--- config.mk ---
export PLATFORM = sky130hd
export DESIGN_NAME = issue_div_fifo
export DESIGN_NICKNAME = d
export VERILOG_FILES = /design/src/rtl/issue_div_fifo.sv
export SDC_FILE = /design/constraint.sdc
export NUM_CORES = 1
export LEC_CHECK = 0
export ABC_AREA = 0
export BUFFER_PORTS_ARGS = -buffer_cell sky130_fd_sc_hd__buf_2
export CAP_MARGIN = 25
export CORE_MARGIN = 3
export CORE_UTILIZATION = 45
export CTS_BUF_LIST = sky130_fd_sc_hd__clkbuf_4 sky130_fd_sc_hd__clkbuf_8 sky130_fd_sc_hd__clkbuf_16
export CTS_CLUSTER_DIAMETER = 150
export DETAILED_ROUTE_END_ITERATION = 10
export PLACE_DENSITY = 0.74
export REMOVE_ABC_BUFFERS = 1
export SYNTH_ARGS = -nofsm -noshare
export SYNTH_HDL_FRONTEND = slang
export SYNTH_SLANG_ARGS = --single-unit
--- constraint.sdc ---
create_clock -name clk -period 5.2 [get_ports clk]
set_input_delay 1.56 -clock clk [delete_from_list [all_inputs] [get_ports clk]]
set_output_delay 1.56 -clock clk [all_outputs]
set_load 0.02 [all_outputs]
--- src/rtl/issue_div_fifo.sv ---
// issue_div_fifo: circular queue between the issue stage and the divider.
// Issue pushes issue_execute_pack_t entries. The divider sees the head entry
// with a valid/pop handshake. A commit flush empties the queue.
// Optional feature macro: ISSUE_DIV_FIFO_BYPASS_EN. When it is defined, an
// entry pushed into an empty queue is visible in the same cycle.

package issue_div_fifo_pkg;

  typedef enum logic [3:0] {
    EXC_NONE                  = 4'd0,
    EXC_INSTRUCTION_MISALIGN  = 4'd1,
    EXC_ILLEGAL_INSTRUCTION   = 4'd2,
    EXC_BREAKPOINT            = 4'd3
  } exception_id_t;

  typedef struct packed {
    logic          enable;
    logic          valid;
    logic [6:0]    rob_id;
    logic [31:0]   inst;
    logic [2:0]    sub_op;
    logic [5:0]    rs1_phy;
    logic [31:0]   src1_value;
    logic [5:0]    rs2_phy;
    logic [31:0]   src2_value;
    logic          rd_enable;
    logic [5:0]    rd_phy;
    logic          has_exception;
    exception_id_t exception_id;
    logic [31:0]   exception_value;
  } issue_execute_pack_t;

endpackage

module issue_div_fifo
  import issue_div_fifo_pkg::*;
#(
  parameter int DEPTH = 4
) (
  input  logic                      clk,
  input  logic                      rst,
  input  issue_execute_pack_t       issue_div_fifo_data_in,
  input  logic                      issue_div_fifo_push,
  output logic                      issue_div_fifo_full,
  input  logic                      issue_div_fifo_flush,
  output issue_execute_pack_t       issue_div_fifo_data_out,
  output logic                      issue_div_fifo_data_out_valid,
  input  logic                      issue_div_fifo_pop,
  output logic [$clog2(DEPTH):0]    issue_div_fifo_count
);

  localparam int AW = $clog2(DEPTH);
  localparam int PW = AW + 1;

  issue_execute_pack_t mem_q [DEPTH];

  logic [PW-1:0] readPtr_q;
  logic [PW-1:0] readPtr_d;
  logic [PW-1:0] writePtr_q;
  logic [PW-1:0] writePtr_d;

  logic empty;
  logic fullFlag;
  logic bypassTake;
  logic pushAcc;
  logic popAcc;

  // The pointers carry one extra wrap bit. Equal pointers mean the queue is
  // empty. Equal index bits with different wrap bits mean the queue is full.
  assign empty    = (readPtr_q == writePtr_q);
  assign fullFlag = (readPtr_q[AW-1:0] == writePtr_q[AW-1:0]) &&
                    (readPtr_q[AW] != writePtr_q[AW]);

`ifdef ISSUE_DIV_FIFO_BYPASS_EN
  // On an empty queue, a push with a pop in the same cycle goes straight to
  // the divider. Storage is not written.
  assign bypassTake = empty && issue_div_fifo_push && !issue_div_fifo_flush &&
                      issue_div_fifo_pop;
`else
  assign bypassTake = 1'b0;
`endif

  // The full flag comes from the current state. A pop in the same cycle
  // therefore does not make room for a push.
  assign pushAcc = issue_div_fifo_push && !fullFlag && !issue_div_fifo_flush &&
                   !bypassTake;
  assign popAcc  = issue_div_fifo_pop && !empty && !issue_div_fifo_flush;

  // Next-state pointers. Flush takes priority and drops all entries.
  always_comb begin
    readPtr_d  = readPtr_q;
    writePtr_d = writePtr_q;
    if (issue_div_fifo_flush) begin
      readPtr_d  = '0;
      writePtr_d = '0;
    end else begin
      if (pushAcc) begin
        writePtr_d = writePtr_q + PW'(1);
      end
      if (popAcc) begin
        readPtr_d = readPtr_q + PW'(1);
      end
    end
  end

  // Pointer registers. Reset clears them asynchronously, so the queue is empty at once.
  always_ff @(posedge clk or posedge rst) begin
    if (rst) begin
      readPtr_q  <= '0;
      writePtr_q <= '0;
    end else begin
      readPtr_q  <= readPtr_d;
      writePtr_q <= writePtr_d;
    end
  end

  // Entry storage. It needs no reset because the pointers mark which entries are live.
  always_ff @(posedge clk) begin
    if (pushAcc) begin
      mem_q[writePtr_q[AW-1:0]] <= issue_div_fifo_data_in;
    end
  end

  // Head presentation. The output is all-zero when empty, so enable reads 0.
  always_comb begin
    issue_div_fifo_data_out       = '0;
    issue_div_fifo_data_out_valid = 1'b0;
    if (!empty) begin
      issue_div_fifo_data_out       = mem_q[readPtr_q[AW-1:0]];
      issue_div_fifo_data_out_valid = 1'b1;
    end
`ifdef ISSUE_DIV_FIFO_BYPASS_EN
    else if (issue_div_fifo_push && !issue_div_fifo_flush) begin
      issue_div_fifo_data_out       = issue_div_fifo_data_in;
      issue_div_fifo_data_out_valid = 1'b1;
    end
`endif
  end

  assign issue_div_fifo_full  = fullFlag;
  assign issue_div_fifo_count = writePtr_q - readPtr_q;

endmodule

==> results.md <==
- Most frequent cells in the layout: 656 x edfxtp_1, 337 x buf_2, 165 x and2_1, 164 x mux4_2, 69 x clkbuf_16
- Total GRT Usage: 17.7%
- Reg area: 19900 sq um
- Pwr dens: 580 nW/um^2
- Worst Hold Depth: 2
- DP Worst Slack: 1370 ps
- Worst-Margin Slew: 912 ps
- Outcome: finished clean
- CTS buffer count: 68
- Core area: 55400 sq um
- First-pass iteration count of the detailed router: 5
- CTS resizes: 0
- Yosys Warn Count: 0
- Adder-cell share of the synthesized area: 0.425%
- Critical path startpoint category: flop
- Longest Clk Path Bufs: 3
- Later-pin clock latency in the skew report: 580 ps
- Mapped Avg Cell Area: 22.9 sq um
- Synth Area in XOR/XNOR: 0.0692%
- Vias: 12.2k
- Global-route wire length before repair: 79000 um
- Max_slew headroom: 39.2%
- Max Freq: 225 MHz
- Req. time, crit path: 3640 ps
- Setup Fix Bufs, Post-CTS: 0
- Seq/Total Area, Yosys: 78.4%
- CTS sink count: 662
- Die Ht: 243 um
- Critical-path maximum fanout: 84
- Synthesis-to-finish area growth: 19.7%
- Cts hold-fix bufs: 0
- Period utilization: 85.6%
- Worst clock skew: 16.2 ps
- Drt drc: 0
- Netlist cell types: 27
- Crit path time final: 4450 ps
- Post-route insts no fill: 2299
- RD Place Congestion: 0.741
- I/O Pins: 338
- CP Class: flop to primary output
- Max-slew violation count: 0
- Die X: 243 um
- Rows: 86
- Detailed Place HPWL: 31500 um
- Final net count: 1667
- Post-synthesis simple-gate area fraction: 4.80%
- Area of the multi-input gates: 5110 sq um
- Worst reg2reg path startpoint: writePtr_q[0]
- Max-cap viol count: 0
- EDFF count, synth: 656
- Initial core utilization: 45.7%
- Grt ovf: 0
- R2R cell count: 6
- Unrepaired setup endpoints after global routing: false
- Min-delay src: writePtr_q[2]
- Final setup fails: 0
- Final hold violation count: 0
- Hold path endpoint: writePtr_q[2]
- Number of synthesized register bits: 662
- # fillers: 4186
- Setup crit end kind: primary output
- Main combinational cell family by area after synthesis: multiplexers
- Reg clk slew, reported paths: 60 ps
- Synth Instances: 1106
- DR iter-0 viols: 823
- Final antenna-violating net count: 0
- Final WS setup: 748 ps
- Final WL: 51700 um
- Clock root buffer: clkbuf_16
- Flop-to-flop setup slack: 2220 ps
- Post-synth ARST share: 0.906%
- Proportion of layout cells with a drive suffix above 1: 41.8%
- Largest net degree at the start of global routing: 86
- Worst hold slack: 622 ps
- Placed Cells: 2168
- Mapped Area: 25300 sq um
- Vias in the first global route: 12.9k
- Worst VDD drop: 0.000405 V
- Initial antenna violation count: 16
- DIE AREA: 59200 sq um
- Reg2reg end: mem_q[2][70]
- Vias per std cell: 5.29
- Worst Hold Class: flop to flop
- Most common cell after layout, fill and taps aside: edfxtp_1
- CTS tree: yes
- Avg WL per Cell: 22.5 um
- Post-synthesis mux area share: 14.6%
- Compound-Gate Fraction of Synth Area: 0.222%
- CTS H-tree lvls: 3
- Top_reg_cell synth: edfxtp_1
- PortBufs: 337
- Leakage power: 10.3 nW
- CP arrival: 2890 ps
-- layer usage --
metal / vias to the layer above / part of all wire [%] / GRT usage (%)
met5: - / 0.17 / 0
met4: 14 / 1.9 / 5.82
met3: 80 / 7.0 / 4.60
met2: 390 / 49 / 28.1
met1: 6339 / 42 / 24.1
li1: 5333 / - / -
-- kinds of logic (layout without fill, tap and decap cells) --
logic type | Yosys count | in the layout
and+or+nand+nor | 197 | 197
muxes | 164 | 164
DFF | 662 | 662
adders and majority gates | 8 | 8
buffers and inverters | 65 | 501
other | 0 | 9
xor gates and xnor gates | 2 | 2
AOI/OAI and AO/OA | 8 | 8
-- state kept, by name, summed over array words and instances (netlist names) --
signal and cells:
mem_q 656, readPtr_q 3, writePtr_q 3
-- final cells by class --
cell class | instances | share of cell area [%]
tap | 748 | 3.09
inverter | 7 | 0.0867
clock buffer | 76 | 5.87
timing repair buffer | 372 | 7.05
sequential | 662 | 65.5
clock inverter | 46 | 1.46
multi-input combinational | 379 | 16.9
antenna | 9 | 0.0743
-- per-stage QoR --
stage	power (mW)	TNS [ps]	instance area, sq um	utilization [%]
final	17.6	0	30300	54.7
after global routing	18.5	0	30300	54.7
after CTS	17.9	0	30300	54.7
after detailed placement	13.0	0	28100	50.6
after global placement	13.0	0	28100	50.6
after floorplan	11.6	-5197050	25000	-
-- Yosys cell counts (2+ instances only) --
library cell,instances,share of area [%]
nand3_1,2,0.040
buf_6,16,0.71
a31oi_1,4,0.099
and2_1,169,4.2
edfxtp_1,656,78
mux4_2,164,15
ha_1,7,0.35
xnor2_1,2,0.069
dfrtp_1,6,0.59
inv_1,7,0.10
nor3b_1,2,0.059
nand4_1,7,0.17
nand2_1,6,0.089
clkbuf_1,25,0.37
buf_2,16,0.32
or3_1,4,0.099
nor2_1,3,0.044
-- where the power goes --
group	switching, mW	internal [mW]
combinational	3.90	2.40
sequential	0.101	6.38
clock	1.93	2.86
-- how the worst max path moves through the flow --
stage / from / to / slack (ps) / cells past startpoint
finish: readPtr_q[1] / issue_div_fifo_data_out[155] / 750 / 5
CTS: readPtr_q[1] / issue_div_fifo_data_out[115] / 720 / 5
global placement: readPtr_q[1] / issue_div_fifo_data_out[29] / 1380 / 5
floorplan: readPtr_q[0] / mem_q[0][0] / -6460 / 4
global route: writePtr_q[0] / issue_div_fifo_data_out[2] / 620 / 7
detailed placement: readPtr_q[1] / issue_div_fifo_data_out[115] / 1370 / 5
-- critical path: stages, from the launching register on --
cell     delay [ps]
dfrtp_4         420
buf_12          370
buf_12          490
mux4_2          410
and2_1          180
buf_2           170
(Power assumes the default switching activity.)
